===== config.mk =====
export PLATFORM = sky130hd
export DESIGN_NAME = alu_share_arbiter
export DESIGN_NICKNAME = d
export VERILOG_FILES = /design/src/rtl/alu_share_arbiter.sv
export SDC_FILE = /design/constraint.sdc
export NUM_CORES = 1
export LEC_CHECK = 0
export ABC_CLOCK_PERIOD_IN_PS = 2200
export CORE_AREA = 2 2 108 110
export CTS_CLUSTER_DIAMETER = 80
export DETAILED_ROUTE_END_ITERATION = 8
export DIE_AREA = 0 0 110 112
export PLACE_DENSITY = 0.71
export SLEW_MARGIN = 20
export SYNTH_ARGS = -nofsm -noshare
export SYNTH_HDL_FRONTEND = slang
export SYNTH_SLANG_ARGS = --single-unit

===== constraint.sdc =====
create_clock -name clk_i -period 2.2 [get_ports clk_i]
set_clock_uncertainty 0.2 [all_clocks]
set_input_delay 0.33 -clock clk_i [delete_from_list [all_inputs] [get_ports clk_i]]
set_output_delay 0.33 -clock clk_i [all_outputs]
set_load 0.01 [all_outputs]

===== src/rtl/alu_share_arbiter.sv =====
// Round-robin share of one combinational ALU between two requesters; result lands in a one-entry tagged response register.
// Latency 1 cycle accept->rsp_valid_o; while the response is held (rsp_ready_i low) both readies drop and response outputs freeze.
module alu_share_arbiter #(
    parameter int XLEN = 32
) (
    input  logic            clk_i,
    input  logic            rst_ni,
    input  logic            req0_valid_i,
    output logic            req0_ready_o,
    input  logic [3:0]      req0_aluctrl_i,
    input  logic [XLEN-1:0] req0_a_i,
    input  logic [XLEN-1:0] req0_b_i,
    input  logic            req1_valid_i,
    output logic            req1_ready_o,
    input  logic [3:0]      req1_aluctrl_i,
    input  logic [XLEN-1:0] req1_a_i,
    input  logic [XLEN-1:0] req1_b_i,
    output logic [3:0]      alu_ctrl_o,
    output logic [XLEN-1:0] alu_a_o,
    output logic [XLEN-1:0] alu_b_o,
    input  logic [XLEN-1:0] alu_result_i,
    output logic            rsp_valid_o,
    output logic            rsp_id_o,
    output logic [XLEN-1:0] rsp_result_o,
    input  logic            rsp_ready_i
);

    typedef enum logic {EMPTY, FULL} state_t;

    state_t            state;
    state_t            state_nxt;
    logic              last_grant;
    logic              grant0;
    logic              grant1;
    logic              can_issue;
    logic              accept;
    logic              rsp_id;
    logic [XLEN-1:0]   rsp_result;

    // On a tie the requester that did not win the last accept gets the grant.
    always_comb begin
        grant0 = req0_valid_i & (~req1_valid_i | last_grant);
        grant1 = req1_valid_i & (~req0_valid_i | ~last_grant);
    end

    assign can_issue    = (state == EMPTY) | rsp_ready_i;
    assign req0_ready_o = grant0 & can_issue;
    assign req1_ready_o = grant1 & can_issue;
    assign accept       = req0_ready_o | req1_ready_o;

    always_comb begin
        alu_ctrl_o = 4'b0000;
        alu_a_o    = '0;
        alu_b_o    = '0;
        if (grant0) begin
            alu_ctrl_o = req0_aluctrl_i;
            alu_a_o    = req0_a_i;
            alu_b_o    = req0_b_i;
        end else if (grant1) begin
            alu_ctrl_o = req1_aluctrl_i;
            alu_a_o    = req1_a_i;
            alu_b_o    = req1_b_i;
        end
    end

    always_ff @(posedge clk_i or negedge rst_ni) begin
        if (!rst_ni) begin
            state <= EMPTY;
        end else begin
            state <= state_nxt;
        end
    end

    always_comb begin
        state_nxt = state;
        case (state)
            EMPTY: if (accept) state_nxt = FULL;
            FULL:  if (rsp_ready_i && !accept) state_nxt = EMPTY;
            default: state_nxt = EMPTY;
        endcase
    end

    // last_grant resets to 1 so requester 0 wins the first tie.
    always_ff @(posedge clk_i or negedge rst_ni) begin
        if (!rst_ni) begin
            rsp_result <= '0;
            rsp_id     <= 1'b0;
            last_grant <= 1'b1;
        end else if (accept) begin
            rsp_result <= alu_result_i;
            rsp_id     <= grant1;
            last_grant <= grant1;
        end
    end

    assign rsp_valid_o  = (state == FULL);
    assign rsp_id_o     = rsp_id;
    assign rsp_result_o = rsp_result;

endmodule


# Yosys cells after proc, flatten, opt, wreduce, memory -nomap -nowiden
# Cells that the tools add are included.
[totals]
ff_bits = 35
output_inout_bits = 104
elab_cells = 27
[op_classes]
muxes = 9
bitwise = 12
n_reduce_logical = 2
[op_table]
columns = ["operator", "n"]
rows = [
  ["$mux W32", 4],
  ["$mux W4", 2],
  ["$and A1 B1 Y1", 4],
  ["$not A1 Y1", 4],
  ["$or A1 B1 Y1", 4],
  ["$mux W1", 2],
  ["$pmux W1 S2", 1],
  ["$logic_and A1 B1 Y1", 1],
  ["$logic_not A1 Y1", 1],
]

# Longest topological paths before layout
# Gate-level depths: netlist of the first run.
[logic_depth]
depth_word = 9
ltp_mapped = 6
ltp_nobuf = 3

# Worst setup path after synthesis of the first run
# Ideal clock, no wire load.
[synth_timing]
path_kind = "register to output"
from = "register last_grant"
to = "output port alu_a_o[14]"
arrival_time_ns = 1.276
path_slack_ns = 0.394
path_stages_with_launch = 7
n_path_buf = 3
cell_sequence = "dfstp_2 > nand2b_1 > and2_1 > buf_2 > buf_6 > buf_6 > a22o_1"
[synth_between]
elab_chain_cells = 5
[synth_lines]
columns = ["item", "line_no", "source"]
rows = [
  ["start: declaration", "32", "logic last_grant;"],
  ["start signal: assignment", "92", "last_grant <= grant1;"],
  ["$not A1 Y1", "43", "grant1 = req1_valid_i & (~req0_valid_i | ~last_grant);"],
  ["$or A1 B1 Y1", "43", ""],
  ["$and A1 B1 Y1", "43", ""],
  ["$mux W32", "59", "end else if (grant1) begin"],
  ["$mux W32 (*)", "55", "if (grant0) begin"],
  ["end: declaration", "19", "output logic [XLEN-1:0] alu_a_o,"],
]
# Mark *: on every way between the ends. The rest lies on a longest branch, timed or not.

# Final worst setup path of the first run
[layout_timing]
from = "register last_grant"
to = "output port alu_a_o[20]"
# The elaborated chain is that of the path after synthesis.

==> out/qor.yml, run 1 <==
timing:
  slew-limit-headroom_pct: 70.2
  period_share_pct: 104
  maxSlewViolCount: 0
  finalSetupViolCount: 49
  fin_crit_ps: 2280
  tightest_slew_ps: 446
  finalWorstSetupSlack_ps: -77.3
  fmax_mhz: 439
  hold_violations: 0
  rsz0062_at_grt: "true"
grt:
  grt.met1_usage_pct: 18.8
  use_met2_pct: 30.8
  grt_first_pass_wirelength_um: 16100
  grt_pass1_vias: 2810
  grt.overflow.total: 0
  grt_max_degree: 36
  grt_use_total_pct: 17.3
  antenna_found_initial: 1
  busiest_layer: "met2"
  grtUsageMet3_pct: 5.50
setup_path:
  cp_max_fo: 7
  critPathArrivalTime_ps: 1750
  critPathKind: "reg -> out"
  reg2reg_slack_ps: 480
  timing.rr.start: "rsp_valid_o$_DFF_PN0_"
  r2r_end: "rsp_result_o[31]$_DFFE_PN0P_"
  timing.critical_path.from_type: "flip-flop"
  crit_path_end_kind: "output pin"
  worstRegToRegCells: 5
  required_ps: 1670
run_status:
  violations: "setup timing"
  outcome: "complete, but fails checks"
cells_and_area:
  drive_gt1_share_pct: 31.8
  fin_nets: 642
  final_area_um2: 5310
  syn_to_final_growth_pct: 162
  fillers: 1055
route:
  drc_errors: 0
  vias: 2756
  routed_via_density: 4.50
  dr.pass1.iters: 4
  ant_nets: 0
  routed_wl_um: 11800
  drt-wirelength-per-cell_um: 19.2
  drt_iter0_drc: 150
die:
  die_y_um: 112
  io_pins: 277
  start_util_pct: 18.2
  core-area_um2: 11200
  die_area_um2: 12300
  row_count: 39
  die_w_um: 110
clocking:
  htree_levels: 2
  clk_latency_ps: 270
  hold_buffers: 0
  clkSinkCount: 35
  clk_pin_slew_ps: 50
  cts_tree: "done"
  clock_path_buffers: 2
  root_buffer: "clkbuf_16"
  cts-buffers-inserted: 5
logic_synthesis:
  syn_area_per_cell_um2: 12.2
  syn-instance-count: 166
  syn_area_um2: 2030
  ys_ff_latch: 35
  ys_top_cells_by_count: "a22o_1, dfrtp_1, mux2_2, buf_2, buf_4"
  ys_seq_area_share_pct: 43.2
  netlist.area_leader.share_pct: 41.9
  synth-edff-count: 0
  ys_types: 17
  ys_async_sr_fraction_pct: 100
  synth_nets: 339
  ys.flop_type: "dfrtp_1"
  synth_most_common_cell: "a22o_1"
  yosys_warnings: 0
  synth.largest_area_cell: "dfrtp_1"
  ys_top_cells_by_area: "dfrtp_1, a22o_1, mux2_2"
placed_design:
  placed_area_um2: 5070
  gp_congestion: 0.762
  dp_worst_setup_slack_ps: -489
  hpwl_um: 8880
  port_buffers: 276
worst_hold_path:
  hp-class: "in -> async"
power_and_ir_drop:
  peakVddDrop_uv: 502
  p_leak_nw: 2.35
  power_density_nw_per_um2: 552
job:
  drv_cap: 0
==> sequential cells by signal, indices dropped and copies added, names as in the netlist <==
signal	cells
last_grant	1
rsp_valid_o	1
rsp_id_o	1
rsp_result_o	32
==> critical path, cell delays in order (launching register included) <==
cell	delay (ps)
dfstp_2	540
buf_6	100
a21boi_4	60
bufbuf_16	280
buf_4	130
a22o_1	220
buf_2	140
==> kinds of logic (layout without fill, tap and decap cells) <==
family                 Yosys count  in the layout  synth area share, %
AOI/OAI and AO/OA               73             73                 31.1
muxes                           32             32                 17.7
DFF                             35             35                 43.2
buffers and inverters           18            321                 5.91
other                            0              1                    0
and+or+nand+nor                  8              8                 2.09
==> layer usage <==
metal / vias to the layer above / share of wire (%)
li1: 1272 / -
met1: 1306 / 36
met2: 157 / 51
met3: 21 / 10
met4: 0 / 2.9
met5: - / 0
==> power by group <==
| part | internal (mW) | total (mW) | switching (mW) |
|---|---|---|---|
| Clock | 0.442 | 0.692 | 0.251 |
| Sequential | 0.739 | 0.787 | 0.0489 |
| Combinational | 0.923 | 1.45 | 0.531 |
==> repair_timing <==
action / CTS / global route
endpoints found under the hold margin: 0 / 0
resized for setup: 302 / 14
gates cloned: 4 / 5
pin swaps: 35 / 7
buffers inserted: 5 / 4
setup endpoints to repair: 70 / 60
==> cell usage in the layout, fill, tap and decap left out, drive strengths merged, types with 2 or more instances in the layout <==
cell,instances
dfrtp,34
nand2b,2
a22o,68
and2,2
clkbuf,10
buf,101
clkdlybuf4s50,204
dlygate4sd2,3
nor2,2
mux2,32
a21oi,2
==> worst max-delay path by stage <==
stage / start / endpoint / slack, ps
6_report: last_grant$_DFFE_PN1P_ / alu_a_o[20] / -80
5_1_grt: last_grant$_DFFE_PN1P_ / alu_a_o[23] / -120
2_1_floorplan: last_grant$_DFFE_PN1P_ / alu_a_o[14] / 390
4_1_cts: last_grant$_DFFE_PN1P_ / alu_a_o[15] / -90
3_3_place_gp: req1_valid_i / alu_a_o[9] / -440
3_5_place_dp: req1_valid_i / alu_ctrl_o[2] / -490
==> cell type report <==
cell class	count	area (um^2)	share of cell area, %
tap	143	179	3.37
clock buffer	6	139	2.61
sequential	35	877	16.5
multi-input combinational	113	1050	19.8
timing repair buffer	314	3060	57.6
clock inverter	1	5.00	0.0942
antenna	1	2.50	0.0471
==> per-stage QoR <==
stage	total power, mW	utilization [%]	setup TNS, ps	cells	hold slack [ps]
global route	3.09	47.5	-4790	612	309
finish	2.93	47.5	-2040	613	273
global placement	2.17	45.4	-27770	590	289
floorplan	1.27	-	0	166	-166
CTS	2.89	45.8	-2380	604	287
detailed placement	2.20	45.4	-29960	590	295
No activity file was read; power rests on OpenSTA's default activity.
==> inputs of run 2 (changes only) <==
--- a/config.mk
+++ b/config.mk
@@ -5,7 +5,7 @@
 export SDC_FILE = /design/constraint.sdc
 export NUM_CORES = 1
 export LEC_CHECK = 0
-export ABC_CLOCK_PERIOD_IN_PS = 2200
+export ABC_CLOCK_PERIOD_IN_PS = 2100
 export CORE_AREA = 2 2 108 110
 export CTS_CLUSTER_DIAMETER = 80
 export DETAILED_ROUTE_END_ITERATION = 8
==> constraint.sdc (replaced) <==
create_clock -name clk_i -period 2.1 [get_ports clk_i]
set_clock_uncertainty 0.2 [all_clocks]
set_input_delay 0.315 -clock clk_i [delete_from_list [all_inputs] [get_ports clk_i]]
set_output_delay 0.315 -clock clk_i [all_outputs]
set_load 0.01 [all_outputs]
==> run 2 against run 1 <==
Net effect:
- the flow still finishes with violations (setup timing)
- via count grew 0.33%
- total power increased by 4.0%
- register-to-register slack got worse by 80 ps
- core utilization down 0.60 points
- routed wire length grew 1.6%
- sequential share of layout area up 0.21 points
- final area fell by 1.3%
- critical path depth rose by 1
- clock power up 6.4%
- combinational power grew 3%
- critical path type unchanged
- critical endpoint is now alu_b_o[6]
- highest routed layer unchanged
==> out/qor.yml, run 2 (synthesized netlist as in run 1, its figures left out) <==
route:
  wl_met2_um: 6070
  drt_iter0_drc: 151
  drt-wirelength-per-cell_um: 19.7
  drc_errors: 0
  dr_wl_met3_um: 1170
  ant_nets: 0
  routed_via_density: 4.56
  routed.top_layer: "met4"
  routed_wl_um: 12000
  vias: 2765
  dr.pass1.iters: 4
  wirelength_met1_um: 4440
setup_path:
  critPathKind: "reg -> out"
  crit_chain: "buf_6, a21boi_4, buf_6, buf_8, buf_6, a22o_1, buf_2"
  crit_path_end_kind: "output pin"
  path_common_cell: "buf_6"
  timing.critical_path.from_type: "flip-flop"
  critPathArrivalTime_ps: 1720
  cpPeakStageDelay_ps: 540
  cp_slowest_cell: "dfstp_2"
  crit_buf_inv: 5
  crit_family: "buffers and inverters"
  cp_max_fo: 6
  reg2reg_slack_ps: 400
  required_ps: 1580
die:
  die_y_um: 112
  core-area_um2: 11200
  start_util_pct: 18.2
  die_w_um: 110
  io_pins: 277
  row_count: 39
  die_area_um2: 12300
cells_and_area:
  fin_cells: 607
  multiInputGateArea_um2: 1060
  regArea_um2: 877
  fillers: 1051
  final_common_cell: "clkdlybuf4s50_1"
  drive_gt1_share_pct: 31.3
  layout_common_cells: "clkdlybuf4s50_1, a22o_1, buf_2, dfrtp_1, mux2_2"
  final_area_um2: 5240
  largest_register_ff_count: 32
  syn_to_final_growth_pct: 158
  fin_nets: 635
timing:
  hold_violations: 0
  finalWorstSetupSlack_ps: -137
  rsz0062_at_grt: "true"
  maxSlewViolCount: 0
  fmax_mhz: 447
  period_share_pct: 107
  finalSetupViolCount: 68
  slew-limit-headroom_pct: 70.7
  tightest_slew_ps: 439
  fin_crit_ps: 2240
grt:
  grt.overflow.total: 0
  grt_first_pass_wirelength_um: 16200
  antenna_found_initial: 1
  grt_use_total_pct: 17.3
  grt_max_degree: 36
  grt_pass1_vias: 2878
run_status:
  violations: "setup timing"
  outcome: "complete, but fails checks"
power_and_ir_drop:
  power.internal_mw: 2.15
  sequentialPowerShare_pct: 27.0
  power_density_nw_per_um2: 582
  p_comb_share_pct: 48.9
  clockPowerShare_pct: 24.1
  p_sw_uw: 899
  peakVddDrop_uv: 490
  switching_share_pct: 29.5
  p_leak_nw: 2.31
clocking:
  hold_buffers: 0
  clk_latency_ps: 280
  clk_pin_slew_ps: 60
  clkSinkCount: 35
  cts-buffers-inserted: 5
  htree_levels: 2
  clock_path_buffers: 2
  root_buffer: "clkbuf_16"
  cts_tree: "done"
job:
  drv_cap: 0
placed_design:
  hpwl_um: 8880
  dp.cells: 578
  gp_congestion: 0.803
  placed_area_um2: 4980
  port_buffers: 276
worst_hold_path:
  hp-class: "in -> async"
[run 2: cell count changes in the layout (fill, tap and decap cells not counted), moves of 2 or more]
cell        previous run  this run
buf_4                 15         7
buf_2                 55        60
buf_8                  4         1
clkbuf_16              9        11
clkinvlp_4             0         2
[run 2: power groups by stage]
stage | combinational, mW | sequential, mW | clock (mW)
final | 1.49 | 0.825 | 0.736
after floorplan | 0.456 | 0.876 | 0
after detailed placement | 1.42 | 0.835 | 0
after CTS | 1.39 | 0.827 | 0.755
after global routing | 1.58 | 0.838 | 0.790
after global placement | 1.40 | 0.827 | 0
[run 2: area by class of cell]
class / instances / area share (%)
Clock inverter: 3 / 0.382
Sequential cell: 35 / 16.7
Tap cell: 143 / 3.41
Clock buffer: 5 / 2.39
Antenna cell: 1 / 0.0477
Multi-Input combinational cell: 113 / 20.2
Timing Repair Buffer: 307 / 56.8
[run 2: path summary, 6_finish.rpt]
kind | startpoint | end | depth (start not counted)
worst min register to register | rsp_id_o$_DFFE_PN0P_ | rsp_id_o$_DFFE_PN0P_ | 2
worst min-delay path | rst_ni | rsp_result_o[24]$_DFFE_PN0P_ | 2
min in group clk_i | rsp_id_o$_DFFE_PN0P_ | rsp_id_o$_DFFE_PN0P_ | 2
worst max-delay path | last_grant$_DFFE_PN1P_ | alu_b_o[6] | 7
max in group asynchronous | rst_ni | last_grant$_DFFE_PN1P_ | 2
worst max register to register | rsp_valid_o$_DFF_PN0_ | rsp_result_o[18]$_DFFE_PN0P_ | 5
[run 2: what timing repair did]
action,CTS,global route
pin swaps,5,14
gates resized for setup,291,24
buffers inserted,7,6
endpoints found under the setup margin,70,69
gates cloned,4,7
[run 2: routing by layer]
metal / track usage, % / up-vias
met4: 4.89 / 0
met1: 18.7 / 1343
met2: 31.0 / 145
met3: 6.26 / 17
met5: 0 / -
li1: - / 1260
[run 2: metrics by stage]
step	power, mW	utilization (%)	worst slack [ps]	hold WS (ps)	TNS [ps]
2_1_floorplan	1.33	-	309	-181	0
5_1_grt	3.21	46.9	-194	295	-8730
3_3_place_gp	2.23	44.6	-499	289	-30720
6_report	3.05	46.9	-137	248	-5160
3_5_place_dp	2.25	44.6	-499	290	-31560
4_1_cts	2.97	44.9	-199	262	-7020
==> RTL change (settings of run 1) <==
Set the parameter `XLEN` to 40 (it was 32).
--- a/src/rtl/alu_share_arbiter.sv
+++ b/src/rtl/alu_share_arbiter.sv
@@ -3,3 +3,3 @@
 module alu_share_arbiter #(
-    parameter int XLEN = 32
+    parameter int XLEN = 40
 ) (
Ports: changed (8 resized); port bits go from 277 to 341. The function was not compared with the original's and may differ.
==> RTL change against run 1 <==
The run still ends with setup timing left; total power is 26% higher; sequential power is 23% higher; worst setup slack better by 0.030 ns; sequential cell count is 8 higher; die area stayed put; cell area is 21% higher; routed wire length is 37% higher; synthesized area is 25% higher; clock power is 37% higher.
==> RTL change: results (changes against run 1) <==
- The post-detailed-route wirelength per cell is 22.71 µm (was 19.19 µm).
- Fraction of standard cell area in multi-input logic: 20.21% (was 19.81%)
- The arrival time of data at the critical path endpoint was 1.72 ns (was 1.75 ns).
- Number of inverters outside the clock class in the layout: 0 (unchanged)
* Via/cell ratio: 4.845 (was 4.496)
* Maximum vdd drop: 0.5350 mV (was 0.5024 mV)
- The final core utilization is 57.45% (was 47.53%).
- Power of the combinational group: 0.00179 W (was 0.00145 W)
- # fillers: 959 (was 1,055)
- Global routing usage on met2: 39.43% (was 30.80%)
- The wire length on met3 came to 1.681 mm (was 1.178 mm).
* Setup tns final: -0.9348 ns (was -2.039 ns)
- Cts-stage hold buffer count: 1 (was 0)
- Post-detail-place hpwl: 11.34 mm (was 8.882 mm)
* #MultiIn Comb: 137 (was 113)
* Area growth syn-to-layout: 152.5% (was 161.6%)
* Final-report setup violation count: 57 (was 49)
- Met3 global-route usage: 7.026% (was 5.504%)
- Clock network area share: 2.943% (was 2.709%)
- The fraction of area in registers is 16.78% (was 16.51%).
* Initial antenna violation count: 2 (was 1)
- The worst slack after detailed placement was -0.5205 ns (was -0.4885 ns).
* First-pass GRT wire length: 20.62 mm (was 16.11 mm)
- List of most frequent post-synthesis cells: 84 x a22o_1, 42 x dfrtp_1, 30 x mux2_2 (was 68 x a22o_1, 34 x dfrtp_1, 32 x mux2_2).
* Area share of buffers outside the clock network: 57.20% (was 57.55%)
- Top post-synthesis cells by area: dfrtp_1 41%, a22o_1 29%, mux2_2 13%, buf_6 4.9%, mux2_1 4.0% (was dfrtp_1 42%, a22o_1 29%, mux2_2 18%, buf_2 2.2%, buf_4 1.8%).
- The flip-flop and latch count was 43 (was 35).
- Transition time of the tightest slew-check pin: 0.5491 ns (was 0.4464 ns)
- Port-buffer cells: 340 (was 276)
* Post-CTS setup buffer count: 6 (was 5)
- Met1 routed wirelength after detailed routing: 5.905 mm (was 4.260 mm)
- Buffers, non-clock: 376 (was 314)
* Class of the tightest hold or removal check: reg -> reg (was in -> async)
- The setup slack of the critical path after layout came to -0.04723 ns (was -0.07728 ns).
- Run status: complete, but fails checks (unchanged)
- Flip-flop count of the largest register, all copies and words added: 40 (was 32)
- The number of diodes added for antenna fixing came to 2 (was 1).
* Layout Cells excl Fill: 709 (was 613)
- Violations in the final reports: setup timing (unchanged).
- Biggest fanout along the worst timing path: 5 (was 7)
- The maximum number of pins on one net before global-route repair came to 44 (was 36).
- Switching share of power: 28.04% (was 28.31%)
* Post-cts repair resize count: 344 (was 302)
- The number of instances in the synthesized netlist came to 202 (was 166).
- Register Area: 1077 µm² (was 877.1 µm²)
* Share of the yosys chip area belonging to registers: 42.37% (was 43.19%)
- Leak pwr: 2.844 nW (was 2.350 nW)
- The total length of routed met2 wires is 8.192 mm (was 5.984 mm).
- The post-placement cell area was 6087 µm² (was 5071 µm²).
## RTL change: kinds of logic after synthesis
family          after synthesis  share of synthesized area [%]
buf+inv                      22                          7.628
flops                        43                          42.37
mux                          40                          17.86
simple gates                  8                          1.772
compound gates               89                          30.36
## RTL change: final timing paths
kind                                  startpoint          endpoint  slack (ns)
worst max-delay path                  last_grant       alu_b_o[29]       -0.05
worst min-delay path            rsp_result_o[11]  rsp_result_o[11]        0.29
worst max register to register       rsp_valid_o  rsp_result_o[21]        0.51
worst min register to register  rsp_result_o[11]  rsp_result_o[11]        0.29
max in group asynchronous                 rst_ni  rsp_result_o[36]        0.96
min in group asynchronous                 rst_ni  rsp_result_o[14]        0.46
## RTL change: critical path, stage by stage (launching register included)
cell,delay (ns)
dfstp_2,0.54
nand2b_4,0.12
and2_4,0.20
buf_8,0.14
clkbuf_16,0.14
a22o_1,0.14
buf_2,0.14
